===== src/rtl/pll_lock_rst_seq.sv =====
// PLL lock supervisor: sequences the PLL areset, qualifies a stable lock and
// produces the reset for PLL-clocked logic; retries on lock timeout, counts lock losses.
module pll_lock_rst_seq #(
  parameter int ARESET_CYCLES = 16,
  parameter int LOCK_TIMEOUT  = 1_000_000,
  parameter int STABLE_CYCLES = 1024,
  parameter int HOLD_CYCLES   = 256,
  parameter int MAX_RETRY     = 3
) (
  input  logic       clk,
  input  logic       rst,
  input  logic       locked_in,
  output logic       pll_areset,
  output logic       sys_rst,
  output logic       ready,
  output logic [7:0] loss_cnt,
  output logic       timeout_err,
  output logic [2:0] state
);

  localparam int MAX_AB  = (ARESET_CYCLES > LOCK_TIMEOUT) ? ARESET_CYCLES : LOCK_TIMEOUT;
  localparam int MAX_SH  = (STABLE_CYCLES > HOLD_CYCLES) ? STABLE_CYCLES : HOLD_CYCLES;
  localparam int CNT_MAX = (MAX_AB > MAX_SH) ? MAX_AB : MAX_SH;
  localparam int CNT_W   = $clog2(CNT_MAX + 1);
  localparam int RET_W   = $clog2(MAX_RETRY + 1);

  typedef enum logic [2:0] {
    PLL_RST   = 3'd0,
    WAIT_LOCK = 3'd1,
    STABLE    = 3'd2,
    HOLD      = 3'd3,
    RUN       = 3'd4
  } state_t;

  logic             sync1_q, sync2_q;
  logic             locked_s;
  state_t           state_q, state_d;
  logic [CNT_W-1:0] cnt_q, cnt_d;
  logic [RET_W-1:0] retry_q, retry_d;
  logic [7:0]       loss_q, loss_d;
  logic             err_q, err_d;
  logic             pll_areset_q, pll_areset_d;
  logic             sys_rst_q, sys_rst_d;
  logic             ready_q, ready_d;

  assign locked_s = sync2_q;

  always_comb begin
    state_d      = state_q;
    cnt_d        = cnt_q + CNT_W'(1);
    retry_d      = retry_q;
    loss_d       = loss_q;
    err_d        = err_q;
    pll_areset_d = pll_areset_q;
    sys_rst_d    = sys_rst_q;
    ready_d      = ready_q;
    case (state_q)
      PLL_RST: begin
        if (cnt_q == CNT_W'(ARESET_CYCLES - 1)) begin
          state_d      = WAIT_LOCK;
          cnt_d        = '0;
          pll_areset_d = 1'b0;
        end
      end
      WAIT_LOCK: begin
        if (locked_s) begin
          state_d = STABLE;
          cnt_d   = '0;
        end else if (cnt_q == CNT_W'(LOCK_TIMEOUT - 1)) begin
          state_d      = PLL_RST;
          cnt_d        = '0;
          pll_areset_d = 1'b1;
          if (retry_q != RET_W'(MAX_RETRY)) retry_d = retry_q + RET_W'(1);
          if (retry_d == RET_W'(MAX_RETRY)) err_d = 1'b1;
        end
      end
      STABLE: begin
        // A dropout here is still lock acquisition, not a loss.
        if (!locked_s) begin
          state_d = WAIT_LOCK;
          cnt_d   = '0;
        end else if (cnt_q == CNT_W'(STABLE_CYCLES - 1)) begin
          state_d = HOLD;
          cnt_d   = '0;
        end
      end
      HOLD: begin
        if (!locked_s) begin
          state_d = WAIT_LOCK;
          cnt_d   = '0;
          if (loss_q != 8'hFF) loss_d = loss_q + 8'd1;
        end else if (cnt_q == CNT_W'(HOLD_CYCLES - 1)) begin
          state_d   = RUN;
          cnt_d     = '0;
          retry_d   = '0;
          sys_rst_d = 1'b0;
          ready_d   = 1'b1;
        end
      end
      RUN: begin
        cnt_d = cnt_q;
        if (!locked_s) begin
          state_d   = WAIT_LOCK;
          cnt_d     = '0;
          sys_rst_d = 1'b1;
          ready_d   = 1'b0;
          if (loss_q != 8'hFF) loss_d = loss_q + 8'd1;
        end
      end
      default: begin
        state_d      = PLL_RST;
        cnt_d        = '0;
        pll_areset_d = 1'b1;
        sys_rst_d    = 1'b1;
        ready_d      = 1'b0;
      end
    endcase
  end

  always_ff @(posedge clk or posedge rst) begin
    if (rst) begin
      sync1_q      <= 1'b0;
      sync2_q      <= 1'b0;
      state_q      <= PLL_RST;
      cnt_q        <= '0;
      retry_q      <= '0;
      loss_q       <= '0;
      err_q        <= 1'b0;
      pll_areset_q <= 1'b1;
      sys_rst_q    <= 1'b1;
      ready_q      <= 1'b0;
    end else begin
      sync1_q      <= locked_in;
      sync2_q      <= sync1_q;
      state_q      <= state_d;
      cnt_q        <= cnt_d;
      retry_q      <= retry_d;
      loss_q       <= loss_d;
      err_q        <= err_d;
      pll_areset_q <= pll_areset_d;
      sys_rst_q    <= sys_rst_d;
      ready_q      <= ready_d;
    end
  end

  assign pll_areset  = pll_areset_q;
  assign sys_rst     = sys_rst_q;
  assign ready       = ready_q;
  assign loss_cnt    = loss_q;
  assign timeout_err = err_q;
  assign state       = state_q;

endmodule


===== config.mk =====
export PLATFORM = sky130hd
export DESIGN_NAME = pll_lock_rst_seq
export DESIGN_NICKNAME = d
export VERILOG_FILES = /design/src/rtl/pll_lock_rst_seq.sv
export SDC_FILE = /design/constraint.sdc
export NUM_CORES = 1
export LEC_CHECK = 0
export ABC_AREA = 1
export CORE_MARGIN = 2
export CORE_UTILIZATION = 47
export CTS_CLUSTER_SIZE = 14
export DETAILED_ROUTE_END_ITERATION = 8
export PLACE_DENSITY_LB_ADDON = 0.15
export SYNTH_ARGS = -nofsm -noshare
export SYNTH_HDL_FRONTEND = slang
export SYNTH_SLANG_ARGS = --single-unit

===== constraint.sdc =====
create_clock -name clk -period 2.5 [get_ports clk]
set_input_delay 0.625 -clock clk [delete_from_list [all_inputs] [get_ports clk]]
set_output_delay 0.625 -clock clk [all_outputs]
set_load 0.02 [all_outputs]

## After elaboration in Yosys (flattened, before gate mapping)

Cells that the tools add are included.

- Logic and storage cells: 86
- Bits in registers: 39

- Reductions and logical operators: 11
- Bitwise logic cells: 3
- Equal/unequal tests: 20
- Multiplexer cells: 39
- Add/subtract/negate cells: 3

Operator list:

| operator | count |
|---|---|
| $mux 20 | 8 |
| $pmux 20 s5 | 1 |
| $mux 3 | 8 |
| $add 20x1->20 const B | 1 |
| $eq 20x10->1 const B | 1 |
| $eq 20x20->1 const B | 1 |
| $eq 20x4->1 const B | 1 |
| $eq 20x8->1 const B | 1 |
| $mux 2 | 8 |
| $pmux 3 s5 | 1 |
| $ne 2x2->1 const B | 7 |
| $reduce_and 4->1 | 3 |
| $reduce_and 5->1 | 2 |
| $mux 1 | 9 |
| $ne 3x3->1 const B | 3 |
| $pmux 1 s3 | 3 |
| $add 8x1->8 const B | 1 |
| $ne 8x8->1 const B | 1 |
| $eq 3x2->1 const B | 2 |
| $reduce_or 3->1 | 2 |
| $pmux 2 s2 | 1 |
| $eq 3x1->1 const B | 1 |
| $eq 3x3->1 const B | 1 |
| $logic_not 3->1 | 1 |
| 6 further kinds | 8 |

## Logic depth before layout (Yosys ltp)

Gate-level depths: netlist of the first run.

- Depth in word-level cells: 8
- Depth in mapped cells: 12
- Mapped depth without buffers: 12

## Least setup slack after synthesis of the first run

OpenSTA, ideal clock, no wires.

- Path kind: register -> register
- Start: register cnt_q[0]
- End: register cnt_q[0]
- Library setup time: 0.125 ns
- Cell stages (with the launch flop): 12
- Clock period less this slack: 1.740 ns
- Buffers on the path: 1
- Required time: 2.375 ns
- Arrival: 1.614 ns
- Path slack: 0.760 ns
- Cells stage by stage: dfrtp_1 ha_1 nand2_1 nor2_1 nand2_2 nor2_4 nand2_1 nand2_1 nand2_4 nor2_8 buf_12 mux2i_4

- Longest elaborated chain between the ends: 4

RTL lines:

| item | RTL line | RTL |
|---|---|---|
| start: declaration | 38 | `logic [CNT_W-1:0] cnt_q, cnt_d;` |
| start signal: assignment | 136 | `cnt_q <= cnt_d;` |
| $add 20x1->20 (tied with other cells) | 50 | `cnt_d = cnt_q + CNT_W'(1);` |
| $mux 20, on equally long branches | 92, 69, 82 |  |
| $mux 20, on equally long branches | 88, 66, 79 |  |
| $pmux 20 s5 (*) | 57 | `case (state_q)` |

Every way passes the cells marked *; elsewhere a longest branch is shown, timed or not.
A chain may end at the register's enable or synchronous reset.

## Worst setup path in the final report of the first run

- Start: register pll_areset_q, in the netlist pll_areset
- End: output pll_areset

RTL lines:

| item | RTL line | RTL |
|---|---|---|
| start: declaration | 42 | `logic pll_areset_q, pll_areset_d;` |
| start signal: assignment | 140 | `pll_areset_q <= pll_areset_d;` |
| end: declaration | 13 | `output logic pll_areset,` |

No word-level cell between the ends.

==> impl_metrics.toml, run 1 <==
[floorplan]
i_o_pins = 18
die_y_um = 74.03
die_area_mm2 = 0.005480
design.core.area_mm2 = 0.004723
num_rows = 25
initial_core_util = 0.4879
chipWidth_um = 74.03

[global_routing]
number_of_antenna_violations_at_the_first_check_in_global_routing = 0
grt_first_pass_wirelength_um = 7955
gr-total-overflow = 0
globalRouteTotalUtil = 0.1883
via_count_of_the_first_global_routing_pass = 1776
grt_start_max_net_pins = 40

[route]
detail_route.vias_per_cell = 4.914
routedWlPerCell_um = 12.38
post_route_drc = 0
drtIter0Drc = 113
drtAntennaViolNets = 0
via_count = 1892
totalWireLength_um = 4766
detail_route.first_pass.iterations = 4

[final_layout]
multi_input_comb_area_mm2 = 0.001197
area_growth_pct = 15.36
sequential_cell_area_um2 = 978.4
finish.net_count = 322
antenna_cells = 0
instances_no_fill = 385
final_layout_size_suffix_gt1_frac = 0.1101
layout.filler_cells = 452
final_util = 0.5629

[power_and_ir_drop]
power.net_switching_mw = 0.8632
power-per-cell-area_mw_per_mm2 = 831.3
ir_worst_vdd_mv = 0.7666
power.clock.fraction = 0.241
design_power_total_mw = 2.210
power.share.sequential = 0.388
switching_share = 0.3905
pwr-share-comb = 0.372
cell_internal_pwr_mw = 1.347
p_leak_nw = 1.149

[clocking]
worst_setup_hold_path_clk_slew_ns = 0.08
post_cts_hold_buffer_count = 0
cts-root-buf = "sky130_fd_sc_hd__clkbuf_8"
ctsHtreeMaxLevel = 2
cts_resizes = 0
cts_buffer_depth = 2
tritoncts_num_sinks = 39
cts_setup_buffers = 0
cts_buf_count = 5
clock_latency_ns = 0.30
tritoncts = "built"

[critical_path]
cp.arrival_ns = 1.43
critical_path.n_buffers_inverters = 1
crit_path_max_incr_delay_ns = 0.60
critPathSlowestCell = "sky130_fd_sc_hd__clkdlybuf4s50_1"
worst_setup_path_start_kind = "flop"
crit_family = "buffers and inverters"
critical_path_required_ns = 1.88
cp_max_fo = 2
criticalPathCategory = "flop to output port"
critical_path.endpoint_type = "output port"
crit_path_cell_trace = "clkdlybuf4s50_1"

[logic_synthesis]
yosysWarnings = 0
yosys_most_used_dff = "sky130_fd_sc_hd__dfrtp_1"
post_synth_inst_count = 295
syn_area_mm2 = 0.002305
synth_top_cell_area_share = 0.4017
postSynth.asyncResetShare = 1.000
synth.net_count = 300
synthTopCellsByArea = "sky130_fd_sc_hd__dfrtp_1, sky130_fd_sc_hd__nand2_1, sky130_fd_sc_hd__xor2_1, sky130_fd_sc_hd__nor2_1, sky130_fd_sc_hd__inv_1"
most_common_cell_in_the_synthesized_netlist = "sky130_fd_sc_hd__nand2_1"
number_of_enable_type_register_cells_in_the_synthesized_netlist = 0
synth_sequential_area_ratio = 0.4245
synth_cell_type_count = 29
ff_latch_count_synth = 39
postSynthAreaPerCell_um2 = 7.813
yosys-top-cells-count = "sky130_fd_sc_hd__nand2_1, sky130_fd_sc_hd__nor2_1, sky130_fd_sc_hd__dfrtp_1, sky130_fd_sc_hd__inv_1, sky130_fd_sc_hd__xor2_1"
post-synth-top-area-cell = "sky130_fd_sc_hd__dfrtp_1"

[sta]
finalCriticalPeriod_ns = 2.051
timing.slew.headroom = 0.6739
setup_total_negative_slack_ns = 0
grt_setup_unrepaired = "no"
drv_slew = 0
timing.final.crit_share = 0.8203
hold_viol_final = 0
max_clock_freq_mhz = 487.7
fin_worst_skew_ns = 0.01006
timing.final.setup_violations = 0
timing_worst_slew_pin_value_ns = 0.4892

[place]
routabilityCongestion = 0.8598
dpl_wire_length_um = 3411
placed_cells_incl_taps = 377
place.port_buffers = 17

[flow_run]
cap_violations = 0

[hold_path]
hold_path_class = "flop to flop"

[run_status]
outcome = "completed"
## flip-flops by register name, indices dropped and copies added, names as in the netlist
register and flops:
cnt_q 20, sys_rst 1, loss_cnt 8, retry_q 2, sync1_q 1, state 3
timeout_err 1, pll_areset 1, locked_s 1, ready 1
## power groups by stage
stage	Sequential, mW	Clock (mW)	Combinational [mW]
2_1_floorplan	0.921	0	0.566
3_3_place_gp	0.869	0	0.808
3_5_place_dp	0.869	0	0.821
4_1_cts	0.857	0.547	0.824
5_1_grt	0.871	0.565	0.916
6_report	0.857	0.532	0.821
## cell type report
class | instances | share of cell area
Multi-Input combinational cell | 225 | 0.4504
Sequential cell | 39 | 0.3680
Timing Repair Buffer | 19 | 0.06965
Inverter | 27 | 0.03812
Tap cell | 67 | 0.03153
Clock buffer | 5 | 0.02588
Clock inverter | 3 | 0.01647
## cells by family (layout without fill, tap and decap cells)
logic type	Yosys count	after routing	synth area share
fa+ha+maj	2	2	0.01086
mux	1	1	0.009771
simple gates	161	161	0.3084
compound gates	37	37	0.09718
flops	39	39	0.4245
buf+inv	31	54	0.05809
xor+xnor	24	24	0.09120
## worst reg2reg max path: stages, from the launching register on
cell	delay, ns
sky130_fd_sc_hd__dfrtp_1	0.43
sky130_fd_sc_hd__ha_1	0.27
sky130_fd_sc_hd__nand2_1	0.07
sky130_fd_sc_hd__nor2_1	0.18
sky130_fd_sc_hd__nand2_2	0.13
sky130_fd_sc_hd__nor2_4	0.11
sky130_fd_sc_hd__nand2_2	0.07
sky130_fd_sc_hd__nand2_2	0.08
sky130_fd_sc_hd__nand2_4	0.08
sky130_fd_sc_hd__nor2_8	0.33
sky130_fd_sc_hd__o21ai_0	0.15
## routing by layer
layer  up-vias  track usage  wire, µm
li1        983            -         -
met1       859       0.2561      2282
met2        41       0.2946      2209
met3         9      0.04607       192
met4         0      0.06667        82
met5         -            0         0
## through the flow
step                hold slack, ns  instance area [µm²]  setup slack, ns
floorplan                   0.3312                 2305           0.7603
global placement            0.3354                 2546           0.5816
detailed placement          0.3387                 2546           0.4859
CTS                         0.3575                 2659           0.4390
global route                0.3592                 2659           0.3045
finish                      0.3536                 2659           0.4494
## cell usage in the layout, fill, tap and decap left out, types with 2 or more instances in the layout
cell,Yosys,final
sky130_fd_sc_hd__dfstp_2,2,2
sky130_fd_sc_hd__o21ai_2,9,9
sky130_fd_sc_hd__nand3_1,16,16
sky130_fd_sc_hd__o21ai_0,17,17
sky130_fd_sc_hd__nor2_2,4,4
sky130_fd_sc_hd__ha_1,2,2
sky130_fd_sc_hd__xor2_1,18,18
sky130_fd_sc_hd__inv_1,27,27
sky130_fd_sc_hd__buf_4,0,2
sky130_fd_sc_hd__nor3_1,4,3
sky130_fd_sc_hd__xnor2_1,6,6
sky130_fd_sc_hd__o21ai_1,2,2
sky130_fd_sc_hd__nand2_2,5,5
sky130_fd_sc_hd__nand4_1,7,7
sky130_fd_sc_hd__dfrtp_1,37,37
sky130_fd_sc_hd__clkdlybuf4s50_1,0,17
sky130_fd_sc_hd__nor2_1,39,39
sky130_fd_sc_hd__nand2_1,80,80
sky130_fd_sc_hd__a21oi_1,7,7
sky130_fd_sc_hd__clkbuf_8,0,5
## path summary, 6_finish.rpt
kind,endpoint,depth (start not counted),slack [ns],from
max in group asynchronous,pll_areset,3,1.40,rst
worst min-delay path,locked_s,0,0.35,sync1_q
min in group asynchronous,cnt_q[15],3,0.73,rst
worst max-delay path,pll_areset,1,0.45,pll_areset
worst min register to register,locked_s,0,0.35,sync1_q
worst max register to register,cnt_q[6],10,0.46,cnt_q[0]
Power figures use the tool's default switching activity.
==> run 2, diff against run 1 <==
==> constraint.sdc (replaced) <==
create_clock -name clk -period 1.7 [get_ports clk]
set_input_delay 0.425 -clock clk [delete_from_list [all_inputs] [get_ports clk]]
set_output_delay 0.425 -clock clk [all_outputs]
set_load 0.02 [all_outputs]
==> run 2 against run 1 <==
The flow now finishes with violations (negative setup slack). Largest power group is now combinational logic. Sequential share of layout area down 4.8 points. Via count up 6.2%. Cell count up 6.5%. Global-route usage up 1.1 points. Critical path depth up 10. Power up 80%. Wire length up 10%. Highest routed layer unchanged. Register-to-register slack worse by 0.53 ns. Hold slack worse by 0.012 ns. Sequential cell count unchanged.
==> impl_metrics.toml, run 2 (synthesis results as in run 1) <==
[final_layout]
largest_register_ffs = 20
most_common_cell_after_layout_fill_and_taps_aside = "sky130_fd_sc_hd__nand2_1"
area_growth_pct = 33.50
top_register = "cnt_q"
antenna_cells = 0
finish.net_count = 347
final_layout_size_suffix_gt1_frac = 0.2682
layout_common_cells = "sky130_fd_sc_hd__nand2_1, sky130_fd_sc_hd__dfrtp_1, sky130_fd_sc_hd__nor2_1"

[critical_path]
crit-reg2reg-capture = "cnt_q[0]"
crit-reg2reg-launch = "cnt_q[1]"
cp.arrival_ns = 1.96
critical_path.endpoint_type = "flop"
cp_max_fo = 5
rrSetupSlack_ns = -0.07
worst_setup_path_start_kind = "flop"
critical_path_required_ns = 1.89
criticalPathCategory = "flop to flop"
reg2reg_depth = 11

[place]
place.port_buffers = 17
dpl_wire_length_um = 3651
routabilityCongestion = 0.8268

[sta]
setup_total_negative_slack_ns = -0.6306
hold_viol_final = 0
timing.slew.headroom = 0.7686
fin_worst_skew_ns = 0.009801
finalCriticalPeriod_ns = 1.772
setup_slack_ns = -0.07160
max_clock_freq_mhz = 564.5
drv_slew = 0
timing_worst_slew_pin_value_ns = 0.3435
timing.final.setup_violations = 18
grt_setup_unrepaired = "yes"
timing.final.crit_share = 1.042

[global_routing]
globalRouteTotalUtil = 0.1993
number_of_antenna_violations_at_the_first_check_in_global_routing = 0
grt_start_max_net_pins = 35
grt_first_pass_wirelength_um = 8383
gr-total-overflow = 0
via_count_of_the_first_global_routing_pass = 1834

[run_status]
violations = "negative setup slack"
outcome = "finished, violations left"

[power_and_ir_drop]
p_leak_nw = 1.422
power-per-cell-area_mw_per_mm2 = 1296
ir_worst_vdd_mv = 0.9585
design_power_total_mw = 3.987

[clocking]
tritoncts_num_sinks = 39
cts_buffer_depth = 2
ctsHtreeMaxLevel = 2
clock_latency_ns = 0.30
cts_buf_count = 5
post_cts_hold_buffer_count = 0
cts-root-buf = "sky130_fd_sc_hd__clkbuf_8"
worst_setup_hold_path_clk_slew_ns = 0.08
tritoncts = "built"

[hold_path]
hold_path_class = "input port to async pin"

[route]
drtIter0Drc = 118
post_route_drc = 0
detail_route.vias_per_cell = 4.902
totalWireLength_um = 5241
drtAntennaViolNets = 0
via_count = 2010
routedWlPerCell_um = 12.78
detail_route.first_pass.iterations = 4

[floorplan]
design.core.area_mm2 = 0.004723
i_o_pins = 18
num_rows = 25
die_y_um = 74.03
die_area_mm2 = 0.005480
chipWidth_um = 74.03
initial_core_util = 0.4879

[flow_run]
cap_violations = 0
-- run 2: cell count changes in the layout (fill, tap and decap cells not counted), sizes merged --
cell / previous run / this run
clkinvlp: 0 / 1
clkdlybuf4s50: 17 / 2
bufinv: 1 / 2
dlygate4sd2: 0 / 13
clkbuf: 5 / 7
dlymetal6s2s: 0 / 2
clkinv: 2 / 0
buf: 2 / 25
-- run 2: worst max path at each step --
stage	startpoint	to	slack (ns)	cells after the start
after CTS	cnt_q[1]	cnt_q[16]	0.001	11
final	cnt_q[1]	cnt_q[0]	-0.07	11
after global routing	cnt_q[1]	cnt_q[0]	-0.14	11
after floorplan	cnt_q[0]	cnt_q[0]	0.01	11
after detailed placement	cnt_q[1]	cnt_q[16]	-0.03	11
after global placement	cnt_q[1]	cnt_q[16]	0.04	11
-- run 2: worst max-delay path, cell delays in order (launching register included) --
cell and delay [ns]:
sky130_fd_sc_hd__dfrtp_1 0.41, sky130_fd_sc_hd__ha_4 0.18, sky130_fd_sc_hd__nand2_4 0.05, sky130_fd_sc_hd__nor2_4 0.12, sky130_fd_sc_hd__nand2_2 0.08, sky130_fd_sc_hd__nor2_4 0.12
sky130_fd_sc_hd__nand2_2 0.08, sky130_fd_sc_hd__nand2_2 0.08, sky130_fd_sc_hd__nand2_4 0.08, sky130_fd_sc_hd__nor2_8 0.22, sky130_fd_sc_hd__clkbuf_16 0.19, sky130_fd_sc_hd__mux2i_4 0.05
-- run 2: repair_timing --
action | in CTS | in global routing
pin swaps | 3 | 7
endpoints found under the setup margin | 28 | 35
setup buffers | 0 | 4
resized for setup | 17 | 43
cloned | 0 | 2
-- run 2: layout make-up --
class | instances | area, µm²
fill | 403 | 1647
multi-input combinational | 225 | 1323
sequential | 39 | 983.4
timing repair buffer | 44 | 446.7
inverter | 27 | 103.9
tap | 67 | 83.83
clock buffer | 5 | 68.82
clock inverter | 3 | 67.56
-- run 2: per-layer routing --
metal / GRT usage / wire length (µm) / vias to the layer above
li1: - / - / 1032
met1: 0.2863 / 2538 / 934
met2: 0.3006 / 2419 / 35
met3: 0.04472 / 210 / 9
met4: 0.06263 / 73 / 0
met5: 0 / 0 / -
-- run 2: power breakdown --
part / internal [mW] / leakage, nW / switching [mW]
Sequential: 1.10 / 0.511 / 0.167
Clock: 0.585 / 0.0644 / 0.351
Combinational: 0.833 / 0.847 / 0.955
Total: 2.51 / 1.42 / 1.47
-- run 2: stage by stage --
| stage | hold slack (ns) | area [µm²] | utilization | worst slack, ns | instances |
|---|---|---|---|---|---|
| detailed placement | 0.3403 | 2751 | 0.5825 | -0.02754 | 396 |
| CTS | 0.3485 | 2883 | 0.6103 | 0.001066 | 404 |
| global placement | 0.3350 | 2751 | 0.5825 | 0.04005 | 396 |
| global route | 0.3615 | 3077 | 0.6514 | -0.1391 | 410 |
| finish | 0.3417 | 3077 | 0.6514 | -0.07160 | 410 |
| floorplan | 0.3312 | 2317 | - | 0.01400 | 295 |
